$ cat src/rtl/seg_scan_mux.sv
// Time-multiplexed common-anode driver for FIELDS decimal fields of DPF digits each.
// A round-robin double-dabble engine fills per-field BCD registers that the scan path reads.
module seg_scan_mux #(
   parameter int FIELDS   = 4,
   parameter int DPF      = 2,
   parameter int VAL_W    = 8,
   parameter int SCAN_DIV = 8192,
   parameter int LZS      = 1
) (
   input  logic                    clk,
   input  logic                    reset,
   input  logic                    power,
   input  logic [FIELDS*VAL_W-1:0] values,
   input  logic [FIELDS-1:0]       field_en,
   input  logic [FIELDS-1:0]       blink_mask,
   input  logic                    blink_tick,
   input  logic [FIELDS*DPF-1:0]   dp,
   output logic [7:0]              seg,
   output logic [FIELDS*DPF-1:0]   an,
   output logic                    conv_done
);

   localparam int DIGITS  = FIELDS * DPF;
   localparam int NIB_EST = (VAL_W * 30103 + 99999) / 100000 + 1;
   localparam int NIB     = (NIB_EST > DPF + 1) ? NIB_EST : DPF + 1;
   localparam int FW      = (FIELDS > 1) ? $clog2(FIELDS) : 1;
   localparam int IW      = (DIGITS > 1) ? $clog2(DIGITS) : 1;
   localparam int PW      = (SCAN_DIV > 1) ? $clog2(SCAN_DIV) : 1;
   localparam int CW      = $clog2(VAL_W + 1);

   typedef enum logic [1:0] {S_IDLE, S_LOAD, S_SHIFT, S_STORE} state_t;

   state_t                         state_q, state_d;
   logic                           load_en, shift_en, store_en;
   logic [VAL_W-1:0]               sh_q;
   logic [NIB*4-1:0]               acc_q, acc_adj;
   logic [CW-1:0]                  cnt_q;
   logic [FW-1:0]                  fld_q;
   logic [FIELDS-1:0][DPF*4-1:0]   disp_q;
   logic [FIELDS-1:0]              ovf_q, valid_q;

   logic [PW-1:0]                  presc_q, presc_d;
   logic [IW-1:0]                  idx_q, idx_d;
   logic                           phase_q;
   logic [7:0]                     seg_q, seg_d, code_c;
   logic                           blank_c;
   logic [DIGITS-1:0]              an_q, an_d;

   function automatic logic [7:0] seg7(input logic [3:0] n);
      case (n)
         4'd0:    seg7 = 8'hC0;
         4'd1:    seg7 = 8'hF9;
         4'd2:    seg7 = 8'hA4;
         4'd3:    seg7 = 8'hB0;
         4'd4:    seg7 = 8'h99;
         4'd5:    seg7 = 8'h92;
         4'd6:    seg7 = 8'h82;
         4'd7:    seg7 = 8'hF8;
         4'd8:    seg7 = 8'h80;
         4'd9:    seg7 = 8'h90;
         default: seg7 = 8'hFF;
      endcase
   endfunction

   always_ff @(posedge clk) begin
      if (!reset) state_q <= S_IDLE;
      else        state_q <= state_d;
   end

   always_comb begin
      state_d = state_q;
      case (state_q)
         S_IDLE:  state_d = S_LOAD;
         S_LOAD:  state_d = S_SHIFT;
         S_SHIFT: if (cnt_q == CW'(VAL_W - 1)) state_d = S_STORE;
         S_STORE: state_d = S_LOAD;
         default: state_d = S_IDLE;
      endcase
   end

   always_comb begin
      load_en   = (state_q == S_LOAD);
      shift_en  = (state_q == S_SHIFT);
      store_en  = (state_q == S_STORE);
      conv_done = store_en;
   end

   // Double-dabble correction: any nibble >= 5 gets +3 before the left shift.
   always_comb begin
      acc_adj = acc_q;
      for (int i = 0; i < NIB; i++) begin
         if (acc_q[4*i +: 4] >= 4'd5) acc_adj[4*i +: 4] = acc_q[4*i +: 4] + 4'd3;
      end
   end

   always_ff @(posedge clk) begin
      if (!reset) begin
         sh_q    <= '0;
         acc_q   <= '0;
         cnt_q   <= '0;
         fld_q   <= '0;
         disp_q  <= '0;
         ovf_q   <= '0;
         valid_q <= '0;
      end else begin
         if (load_en) begin
            sh_q  <= values[fld_q*VAL_W +: VAL_W];
            acc_q <= '0;
            cnt_q <= '0;
         end
         if (shift_en) begin
            acc_q <= (acc_adj << 1) | {{(NIB*4-1){1'b0}}, sh_q[VAL_W-1]};
            sh_q  <= sh_q << 1;
            cnt_q <= cnt_q + CW'(1);
         end
         if (store_en) begin
            disp_q[fld_q]  <= acc_q[DPF*4-1:0];
            ovf_q[fld_q]   <= |acc_q[NIB*4-1:DPF*4];
            valid_q[fld_q] <= 1'b1;
            fld_q          <= (fld_q == FW'(FIELDS - 1)) ? '0 : fld_q + FW'(1);
         end
      end
   end

   always_comb begin
      presc_d = (presc_q == PW'(SCAN_DIV - 1)) ? '0 : presc_q + PW'(1);
      idx_d   = idx_q;
      if (presc_q == PW'(SCAN_DIV - 1)) idx_d = (idx_q == IW'(DIGITS - 1)) ? '0 : idx_q + IW'(1);
   end

   // Segments and anodes are both built from idx_d so they change on the same edge.
   always_comb begin
      code_c  = 8'hFF;
      blank_c = 1'b1;
      for (int f = 0; f < FIELDS; f++) begin
         for (int p = 0; p < DPF; p++) begin
            if (idx_d == IW'(f*DPF + p)) begin
               if (!valid_q[f] || !field_en[f] || (blink_mask[f] && phase_q)) begin
                  code_c  = 8'hFF;
                  blank_c = 1'b1;
               end else if (ovf_q[f]) begin
                  code_c  = 8'hBF;
                  blank_c = 1'b0;
               end else if (LZS != 0 && p != 0 && (disp_q[f] >> (4*p)) == '0) begin
                  code_c  = 8'hFF;
                  blank_c = 1'b1;
               end else begin
                  code_c  = seg7(disp_q[f][4*p +: 4]);
                  blank_c = 1'b0;
               end
            end
         end
      end
      if (!blank_c && dp[idx_d]) code_c[7] = 1'b0;
      seg_d = power ? code_c : 8'hFF;
      an_d  = power ? ~(DIGITS'(1) << idx_d) : '1;
   end

   always_ff @(posedge clk) begin
      if (!reset) begin
         presc_q <= '0;
         idx_q   <= '0;
         phase_q <= 1'b0;
         seg_q   <= 8'hFF;
         an_q    <= '1;
      end else begin
         presc_q <= presc_d;
         idx_q   <= idx_d;
         if (blink_tick) phase_q <= ~phase_q;
         seg_q   <= seg_d;
         an_q    <= an_d;
      end
   end

   assign seg = seg_q;
   assign an  = an_q;

endmodule

$ cat config.mk
export PLATFORM = sky130hd
export DESIGN_NAME = seg_scan_mux
export DESIGN_NICKNAME = d
export VERILOG_FILES = /design/src/rtl/seg_scan_mux.sv
export SDC_FILE = /design/constraint.sdc
export NUM_CORES = 1
export LEC_CHECK = 0
export CAP_MARGIN = 0
export CELL_PAD_IN_SITES_DETAIL_PLACEMENT = 0
export CELL_PAD_IN_SITES_GLOBAL_PLACEMENT = 1
export CORE_ASPECT_RATIO = 1.25
export CORE_MARGIN = 4
export CORE_UTILIZATION = 48
export CTS_CLUSTER_SIZE = 10
export DETAILED_ROUTE_END_ITERATION = 8
export HOLD_SLACK_MARGIN = 0.15
export PLACE_DENSITY_LB_ADDON = 0.1
export SYNTH_ARGS = -nofsm -noshare
export SYNTH_HDL_FRONTEND = slang
export SYNTH_SLANG_ARGS = --single-unit
$ cat constraint.sdc
create_clock -name clk -period 4.9 [get_ports clk]
set_input_delay 0.98 -clock clk [delete_from_list [all_inputs] [get_ports clk]]
set_output_delay 0.98 -clock clk [all_outputs]
set_load 0.01 [all_outputs]
---- Word-level counts from Yosys, hierarchy flattened ----
Memories as Yosys holds them, arrays and structs flattened. A register that Yosys moved wholly into a read port is not among the register bits.
Cells that the tools add are included.
operators by class
  reduce and logical (&&, ||, !) cells .... 35
  bitwise gates (word level) .............. 5
  add/sub/neg operators ................... 8
  eq/ne operators ......................... 15
  mux-type cells .......................... 92
  shift-type cells ........................ 2
  magnitude comparators ................... 7
operator list
  kind                   count
  $mux 8                 31
  $mux 4                 21
  $bwmux 32              1
  $logic_not 8->1        4
  $mux 16                2
  $shiftx 32x6->8        1
  $mux 1                 27
  $demux 8 s2            1
  $ge 4x3->1 const B     4
  $or 16x1->16           1
  $eq 3x3->1 const B     5
  $add 13x1->13 const B  1
  $eq 13x13->1 const B   1
  $add 4x2->4 const B    3
  $logic_not 1->1        9
  $mux 3                 3
  $logic_or 1x1->1       8
  $not 8->8              1
  $reduce_or 8->1        1
  $shl 1x3->8 const A    1
  $eq 2x2->1 const B     3
  $eq 3x2->1 const B     2
  $logic_and 1x1->1      6
  $pmux 2 s3             1
  22 further kinds       26
storage, ports and cells
  memories ................................ 8
  input port bits ......................... 52
  output and inout port bits .............. 17
  register bits ........................... 105
  bits in read-only memories .............. 896
  logic and storage cells ................. 189
memory list
  name             words  width  rd ports  clocked after memory_dff  wr ports  line  RTL
  (no name shown)  16     7      1         1                         0         50    case (n)
  (no name shown)  16     7      1         1                         0         50
  (no name shown)  16     7      1         1                         0         50
  (no name shown)  16     7      1         1                         0         50
  (no name shown)  16     7      1         1                         0         50
  (no name shown)  16     7      1         1                         0         50
  2 more memories  n/a    n/a    n/a       n/a                       n/a       n/a

---- Depth between registers and ports, before layout ----
Gate-level depths: netlist (run 1).
  word-level depth ........................ 15
  depth in mapped cells ................... 11
  mapped depth without buffers ............ 10

---- Worst setup path after synthesis (run 1) ----
Ideal clock, no wire load.
  path kind ............................... reg2reg
  from .................................... register fld_q[0]
  to ...................................... register (tool-made name)
  setup slack ............................. 2.219 ns
  library setup time ...................... 0.131 ns
  data required time ...................... 4.769 ns
  stages on the path, launching flop included .. 11
  clock period less this slack ............ 2.681 ns
  path buffers ............................ 1
  arrival ................................. 2.551 ns
  path through ............................ dfxtp_1 -> buf_1 -> inv_1 -> ha_1 -> nand2_1 -> nand2_1 -> a21boi_0 -> inv_1 -> ha_1 -> o21ai_0 -> a21oi_1
RTL lines
  item                    line  RTL
  from (decl)             38    logic [FW-1:0] fld_q;
  from (signal assigned)  120   fld_q <= (fld_q == FW'(FIELDS - 1)) ? '0 : fld_q + FW'(1);

---- Final worst setup path (run 1) ----
  from .................................... register presc_q[0]
  to ...................................... register seg_q[6] (netlist: seg[6])
between the ends
  word-level cells in the longest chain between the ends .. 11
  elaborated cells between the ends (all ways) .. 18
  those cells by class .................... eq/ne (8); mux (9); reduce/logical (1)
RTL lines
  item                    line  RTL
  from (decl)             42    logic [PW-1:0] presc_q, presc_d;
  from (signal assigned)  167   presc_q <= presc_d;
  $eq 13x13->1 (*)        128   if (presc_q == PW'(SCAN_DIV - 1)) idx_d = (idx_q == IW'(DIGITS - 1)) ? '0 : idx_q + IW'(1);
  $mux 3 (*)              128
  $logic_not 3->1         137   if (idx_d == IW'(f*DPF + p)) begin
  $mux 8 (7 in a row)     137
  $mux 8 (*)              137
  to (signal assigned)    170   seg_q <= seg_d;
  to (decl)               45    logic [7:0] seg_q, seg_d, code_c;
Every way passes the cells marked *; elsewhere a longest branch is shown, timed or not.
A chain may end at the register's enable or synchronous reset.

==> results of run 1 <==
-- worst max path at each step --
stage	end	start
floorplan	flip-flop	fld_q[0]$_SDFFE_PN0P_
global placement	seg[6]$_SDFF_PN1_	presc_q[0]$_SDFF_PP0_
detailed placement	seg[6]$_SDFF_PN1_	presc_q[0]$_SDFF_PP0_
CTS	seg[6]$_SDFF_PN1_	presc_q[0]$_SDFF_PP0_
global route	seg[6]$_SDFF_PN1_	presc_q[0]$_SDFF_PP0_
finish	seg[6]$_SDFF_PN1_	presc_q[0]$_SDFF_PP0_
-- per-stage QoR --
step / area (sq um) / util
after floorplan: 8278 / -
after global placement: 9026 / 0.5338
after detailed placement: 9026 / 0.5338
after CTS: 9615 / 0.5686
after global routing: 9615 / 0.5686
final: 9615 / 0.5686
-- power groups by stage --
stage	Clock, mW	Combinational (mW)	Sequential (mW)
CTS	1.35	0.386	1.37
finish	1.31	0.381	1.37
global route	1.40	0.428	1.38
global placement	0	0.381	1.40
floorplan	0	0.273	1.39
detailed placement	0	0.384	1.40
-- cell usage in the layout, fill, tap and decap left out, types with 21 or more instances in the layout --
| master | synthesis | routed |
|---|---|---|
| sky130_fd_sc_hd__a21oi_1 | 73 | 73 |
| sky130_fd_sc_hd__ha_1 | 61 | 61 |
| sky130_fd_sc_hd__inv_1 | 47 | 47 |
| sky130_fd_sc_hd__dfxtp_1 | 161 | 161 |
| sky130_fd_sc_hd__o21ai_0 | 78 | 78 |
| sky130_fd_sc_hd__nor2b_1 | 40 | 40 |
| sky130_fd_sc_hd__mux2i_1 | 22 | 22 |
| sky130_fd_sc_hd__and2_1 | 23 | 23 |
| sky130_fd_sc_hd__nand2b_1 | 26 | 26 |
| sky130_fd_sc_hd__nor2_1 | 53 | 53 |
| sky130_fd_sc_hd__nand3_1 | 33 | 33 |
| sky130_fd_sc_hd__clkdlybuf4s50_1 | 0 | 67 |
| sky130_fd_sc_hd__nand2_1 | 101 | 101 |
| sky130_fd_sc_hd__a21boi_0 | 21 | 21 |
-- kinds of logic after synthesis --
| logic type | count (synthesis) | synth area share |
|---|---|---|
| and+or+nand+nor | 330 | 0.2015 |
| AOI/OAI and AO/OA | 237 | 0.1728 |
| DFF | 161 | 0.3894 |
| buffers and inverters | 101 | 0.05124 |
| adders and majority gates | 61 | 0.09220 |
| muxes | 46 | 0.07285 |
| xor gates and xnor gates | 19 | 0.02010 |
-- layer usage --
metal / up-vias / global-route usage
met3: 26 / 0.04283
met1: 2977 / 0.2489
met2: 114 / 0.3506
met4: 0 / 0.07231
li1: 3365 / -
met5: - / 0
-- area by class of cell --
| type | instances | area share |
|---|---|---|
| flip-flops and latches | 161 | 0.3352 |
| repair buffers | 74 | 0.07495 |
| well taps | 220 | 0.02863 |
| clock inverters | 11 | 0.01340 |
| inverters | 47 | 0.01835 |
| clock buffers | 21 | 0.04789 |
| multi-input cells | 693 | 0.4816 |
-- worst register-to-register path: stages (launching register included) --
cell,delay [ns]
sky130_fd_sc_hd__dfxtp_1,0.36
sky130_fd_sc_hd__ha_1,0.19
sky130_fd_sc_hd__and3_1,0.31
sky130_fd_sc_hd__nand4_4,0.34
sky130_fd_sc_hd__mux2i_4,0.89
sky130_fd_sc_hd__o31ai_1,0.19
sky130_fd_sc_hd__a211o_1,0.33
sky130_fd_sc_hd__a211o_1,0.28
sky130_fd_sc_hd__a311o_1,0.31
==> impl_metrics.sql, run 1 <==
INSERT INTO impl_metrics (metric_group, metric, value, unit) VALUES
('synthesis', 'top_cell_type_by_total_area_after_synthesis', 'sky130_fd_sc_hd__dfxtp_1', ''),
('synthesis', 'ys_dominant_reg_cell', 'sky130_fd_sc_hd__dfxtp_1', ''),
('route', 'post_drt_via_cell_ratio', '5.283', ''),
('synthesis', 'synth_edf_count', '0', ''),
('final_layout', 'seqCellArea', '0.003223', 'sq mm'),
('worst_setup_path', 'worstReg2RegStart', 'presc_q[0]$_SDFF_PP0_', ''),
('clocking', 'cts_max_path_buffers', '2', ''),
('placement', 'replace_congestion', '0.8459', ''),
('synthesis', 'yosysWarningCount', '0', ''),
('clocking', 'clk_pin_slew_worst_paths', '0.06', 'ns'),
('clocking', 'clock_sinks', '161', ''),
('placement', 'dp.cells', '1195', ''),
('power', 'vdd_ir_drop_max', '354.3', 'uV'),
('timing', 'period_needed', '3.312', 'ns'),
('power', 'power.net_switching', '0.7831', 'mW'),
('timing', 'report.final.hold_viol_count', '0', ''),
('clocking', 'postCtsResizedCells', '0', ''),
('grt', 'global_route.overflow_total', '0', ''),
('worst_setup_path', 'cp.required', '5.21', 'ns'),
('power', 'power_density', '319.0', 'mW/mm^2'),
('synthesis', 'yosysSeqAreaShare', '0.3894', ''),
('worst_setup_path', 'critical_path.top_delay_family', 'compound AO/OA/AOI/OAI gates', ''),
('route', 'detail_route.wl_per_cell', '15.50', 'microns'),
('synthesis', 'syn-instance-count', '955', ''),
('hold_path', 'hold-path-cell-count', '1', ''),
('worst_setup_path', 'r2r-end', 'seg[6]$_SDFF_PN1_', ''),
('hold_path', 'worst_hold_startpoint', 'presc_q[0]$_SDFF_PP0_', ''),
('placement', 'placement.setup.worst_slack', '1.613', 'ns'),
('floorplan', 'initial_utilization', '0.4895', ''),
('power', 'seqPwrFrac', '0.448', ''),
('worst_setup_path', 'critPathArrivalTime', '3.62', 'ns'),
('power', 'sw_frac_of_total', '0.2553', ''),
('power', 'power.share.clock', '0.428', ''),
('grt', 'globalRouteTotalUtil', '0.2026', ''),
('timing', 'tightestPinTransition', '1.225', 'ns'),
('synthesis', 'yosys.area.top_type_share', '0.3894', ''),
('clocking', 'clk_latency', '0.42', 'ns'),
('worst_setup_path', 'timing.critical_path.buf_inv', '0', ''),
('route', 'met2RoutedLength', '9241', 'microns'),
('worst_setup_path', 'crit_path_max_incr_delay', '0.88', 'ns'),
('clocking', 'cts-buffers-inserted', '17', ''),
('floorplan', 'die_height', '154.8', 'microns'),
('worst_setup_path', 'crit_path_start_kind', 'flip-flop', ''),
('final_layout', 'finalNonFillerCells', '1227', ''),
('final_layout', 'finalNetCount', '1107', ''),
('timing', 'setup_viol', '0', ''),
('timing', 'max-slew-margin-rel', '0.1756', ''),
('worst_setup_path', 'path_max_fanout', '36', ''),
('route', 'detailedRoute.firstIterationViolations', '340', ''),
('timing', 'rsz0062_at_grt', 'false', ''),
('clocking', 'post_cts_hold_buffer_count', '0', ''),
('hold_path', 'min_path_type', 'flip-flop to flip-flop', ''),
('synthesis', 'netlist_area', '0.008278', 'sq mm'),
('route', 'vias', '6482', ''),
('timing', 'fin_worst_skew', '0.008554', 'ns'),
('route', 'met1_length', '8680', 'microns'),
('floorplan', 'io_pins', '69', ''),
('power', 'p_comb_frac', '0.124', ''),
('worst_setup_path', 'reg2reg_depth', '8', ''),
('placement', 'place_hpwl', '14110', 'microns'),
('outcome', 'run_status', 'completed', ''),
('timing', 'timing.fmax', '0.3020', 'GHz'),
('clocking', 'clk_root_buf', 'sky130_fd_sc_hd__clkbuf_16', ''),
('hold_path', 'min_to', 'presc_q[0]$_SDFF_PP0_', ''),
('clocking', 'post_cts_setup_buffer_count', '0', ''),
('grt', 'via_count_of_the_first_global_routing_pass', '6476', ''),
('timing', 'final-max-slew-violation-count', '0', ''),
('worst_setup_path', 'endpoint_kind', 'flip-flop', ''),
('synthesis', 'synthTopCellsByArea', 'sky130_fd_sc_hd__dfxtp_1 39%, sky130_fd_sc_hd__ha_1 9.2%, sky130_fd_sc_hd__o21ai_0 4.7%', ''),
('placement', 'io_buffer_count', '68', ''),
('synthesis', 'synth.avg_cell_area', '8.668', 'sq um');
No activity file was read; power rests on OpenSTA's default activity.
==> inputs of run 2 (changes only) <==
--- a/config.mk
+++ b/config.mk
@@ -10,7 +10,7 @@
 export CELL_PAD_IN_SITES_GLOBAL_PLACEMENT = 1
 export CORE_ASPECT_RATIO = 1.25
 export CORE_MARGIN = 4
-export CORE_UTILIZATION = 48
+export CORE_UTILIZATION = 40
 export CTS_CLUSTER_SIZE = 10
 export DETAILED_ROUTE_END_ITERATION = 8
 export HOLD_SLACK_MARGIN = 0.15
==> constraint.sdc (replaced) <==
create_clock -name clk -period 2.9 [get_ports clk]
set_input_delay 0.58 -clock clk [delete_from_list [all_inputs] [get_ports clk]]
set_output_delay 0.58 -clock clk [all_outputs]
set_load 0.01 [all_outputs]
==> run 2 against run 1 <==
Die area rose by 19%. Critical path type unchanged. Largest cell class unchanged. Utilization down 7.7 points. Non-clock buffer count increased by 33. Combinational power is 81% higher.
==> impl_metrics.sql, run 2 (same netlist as run 1, synthesis figures left out) <==
INSERT INTO impl_metrics (metric_group, metric, value, unit) VALUES
('run', 'maxCapViolCount', '0', ''),
('power', 'p_comb_frac', '0.130', ''),
('worst_setup_path', 'crit_type', 'flip-flop to flip-flop', ''),
('grt', 'via_count_of_the_first_global_routing_pass', '6551', ''),
('route', 'route.detailed.drc', '0', ''),
('floorplan', 'die_height', '168.8', 'microns'),
('final_layout', 'antenna-diode-count', '0', ''),
('timing', 'rsz0062_at_grt', 'false', ''),
('placement', 'replace_congestion', '0.8494', ''),
('grt', 'global_route.overflow_total', '0', ''),
('worst_setup_path', 'reg2reg_depth', '10', ''),
('route', 'vias', '6632', ''),
('worst_setup_path', 'crit_path_start_kind', 'flip-flop', ''),
('grt', 'grt_pass1_wl', '33630', 'microns'),
('route', 'detail_route.wl_per_cell', '15.89', 'microns'),
('placement', 'io_buffer_count', '68', ''),
('floorplan', 'floorplan.core_area', '0.02025', 'sq mm'),
('placement', 'place_hpwl', '15770', 'microns'),
('clocking', 'clk_latency', '0.43', 'ns'),
('power', 'sw_frac_of_total', '0.2687', ''),
('clocking', 'clk_pin_slew_worst_paths', '0.07', 'ns'),
('worst_setup_path', 'critPathLaunch', 'fld_q[0]$_SDFFE_PN0P_', ''),
('timing', 'total_negative_slack_for_setup_checks', '0', 'ns'),
('power', 'p_total', '5.315', 'mW'),
('grt', 'antenna_violations_before_repair', '0', ''),
('floorplan', 'die_outline_area', '0.02307', 'sq mm'),
('power', 'p_leak', '4.140', 'nW'),
('hold_path', 'min_path_type', 'flip-flop to flip-flop', ''),
('grt', 'grt_start_max_net_pins', '38', ''),
('timing', 'period_needed', '2.655', 'ns'),
('grt', 'globalRouteTotalUtil', '0.1851', ''),
('final_layout', 'finalNetCount', '1140', ''),
('route', 'drt.antenna.violating_nets', '0', ''),
('power', 'power.net_switching', '1.428', 'mW'),
('timing', 'hold_ws', '0.4479', 'ns'),
('clocking', 'cts-buffers-inserted', '17', ''),
('timing', 'final-max-slew-violation-count', '0', ''),
('timing', 'setup_viol', '0', ''),
('final_layout', 'mostFrequentLayoutCell', 'sky130_fd_sc_hd__dfxtp_1', ''),
('timing', 'tightestPinTransition', '0.8124', 'ns'),
('clocking', 'post_cts_setup_buffer_count', '0', ''),
('worst_setup_path', 'cp.required', '3.22', 'ns'),
('hold_path', 'hold-path-cell-count', '1', ''),
('clocking', 'clock_tree_from_tritoncts', 'yes', ''),
('clocking', 'post_cts_hold_buffer_count', '0', ''),
('power', 'cell_internal_pwr', '3.887', 'mW'),
('floorplan', 'io_pins', '69', ''),
('route', 'post_drt_via_cell_ratio', '5.063', ''),
('clocking', 'clock_sinks', '161', ''),
('worst_setup_path', 'critPathArrivalTime', '2.97', 'ns'),
('route', 'detailedRoute.firstIterationViolations', '333', ''),
('power', 'power.share.clock', '0.436', ''),
('clocking', 'clk_root_buf', 'sky130_fd_sc_hd__clkbuf_16', ''),
('clocking', 'cts_max_path_buffers', '2', ''),
('power', 'power_density', '533.9', 'mW/mm^2'),
('clocking', 'htree_num_levels', '4', ''),
('worst_setup_path', 'worstReg2RegStart', 'fld_q[0]$_SDFFE_PN0P_', ''),
('hold_path', 'worst_hold_startpoint', 'presc_q[0]$_SDFF_PP0_', ''),
('timing', 'timing.final.crit_share', '0.9155', ''),
('power', 'vdd_ir_drop_max', '443.4', 'uV'),
('final_layout', 'seqCellArea', '0.003223', 'sq mm'),
('final_layout', 'leading_cell_types_in_the_layout_fill_and_taps_excluded', '161 x sky130_fd_sc_hd__dfxtp_1, 101 x sky130_fd_sc_hd__nand2_1, 78 x sky130_fd_sc_hd__o21ai_0, 73 x sky130_fd_sc_hd__a21oi_1, 67 x sky130_fd_sc_hd__clkdlybuf4s50_1', ''),
('final_layout', 'areaGrowthSynthToFinish', '20.25', '%'),
('worst_setup_path', 'endpoint_kind', 'flip-flop', ''),
('floorplan', 'initial_utilization', '0.4088', ''),
('route', 'drt-pass1-iter-count', '6', ''),
('power', 'seqPwrFrac', '0.434', ''),
('timing', 'timing.fmax', '0.3767', 'GHz'),
('clocking', 'postCtsResizedCells', '0', ''),
('floorplan', 'die_w', '136.7', 'microns'),
('final_layout', 'multi_input_comb_area', '0.004631', 'sq mm'),
('timing', 'report.final.hold_viol_count', '0', ''),
('final_layout', 'final_layout_size_suffix_gt1_frac', '0.09808', ''),
('outcome', 'run_status', 'completed', ''),
('worst_setup_path', 'path_max_fanout', '7', ''),
('floorplan', 'site_row_count', '58', ''),
('route', 'route.final.wire_length', '20820', 'microns'),
('final_layout', 'nFillCells', '1964', ''),
('timing', 'fin_worst_skew', '0.009920', 'ns'),
('timing', 'max-slew-margin-rel', '0.4534', '');
-- run 2: cell count changes in the layout (fill, tap and decap cells not counted) --
cell                       delta
sky130_fd_sc_hd__buf_12       +1
sky130_fd_sc_hd__clkinv_4     -1
sky130_fd_sc_hd__clkinv_2     -1
sky130_fd_sc_hd__clkbuf_1     -2
sky130_fd_sc_hd__inv_8        +3
sky130_fd_sc_hd__clkbuf_8     -1
sky130_fd_sc_hd__inv_6        +2
sky130_fd_sc_hd__buf_4       +32
-- run 2: worst paths after layout --
check / end / slack (ns)
max: flip-flop / 0.25
min: presc_q[0]$_SDFF_PP0_ / 0.45
max reg2reg: flip-flop / 0.25
min reg2reg: presc_q[0]$_SDFF_PP0_ / 0.45
-- run 2: power by group through the flow --
stage,sequential [mW],combinational [mW],clock [mW]
6_report,2.31,0.689,2.32
3_5_place_dp,2.36,0.701,0
4_1_cts,2.31,0.703,2.37
5_1_grt,2.31,0.772,2.46
3_3_place_gp,2.36,0.706,0
2_1_floorplan,2.34,0.461,0
-- run 2: layer usage --
| layer | track usage | wire length [microns] |
|---|---|---|
| met5 | 0 | 0 |
| met1 | 0.2340 | 9490 |
| met2 | 0.3155 | 10240 |
| met4 | 0.06532 | 413 |
| met3 | 0.03240 | 674 |
-- run 2: worst max-delay path, stage by stage (launching register included) --
cell and delay (ns):
sky130_fd_sc_hd__dfxtp_1 0.44, sky130_fd_sc_hd__inv_1 0.10, sky130_fd_sc_hd__ha_1 0.26, sky130_fd_sc_hd__nand2_1 0.25, sky130_fd_sc_hd__buf_4 0.19, sky130_fd_sc_hd__nand2_1 0.06, sky130_fd_sc_hd__a21boi_0 0.47, sky130_fd_sc_hd__inv_1 0.18
sky130_fd_sc_hd__ha_1 0.35, sky130_fd_sc_hd__nand2b_1 0.06, sky130_fd_sc_hd__a22o_1 0.18
-- run 2: layout make-up --
cell class / count / share of cell area
inverters: 47 / 0.01772
flip-flops and latches: 161 / 0.3238
clock inverters: 14 / 0.01672
clock buffers: 18 / 0.04412
multi-input cells: 693 / 0.4652
repair buffers: 107 / 0.09854
well taps: 270 / 0.03394
-- run 2: stage by stage --
stage | utilization | std cells | setup slack [ns] | area, sq um
finish | 0.4917 | 1310 | 0.2452 | 9955
global route | 0.4917 | 1310 | 0.04729 | 9955
CTS | 0.4917 | 1310 | 0.2446 | 9955
detailed placement | 0.4617 | 1278 | 0.3063 | 9349
global placement | 0.4617 | 1278 | 0.2962 | 9349
floorplan | - | 955 | 0.2186 | 8278
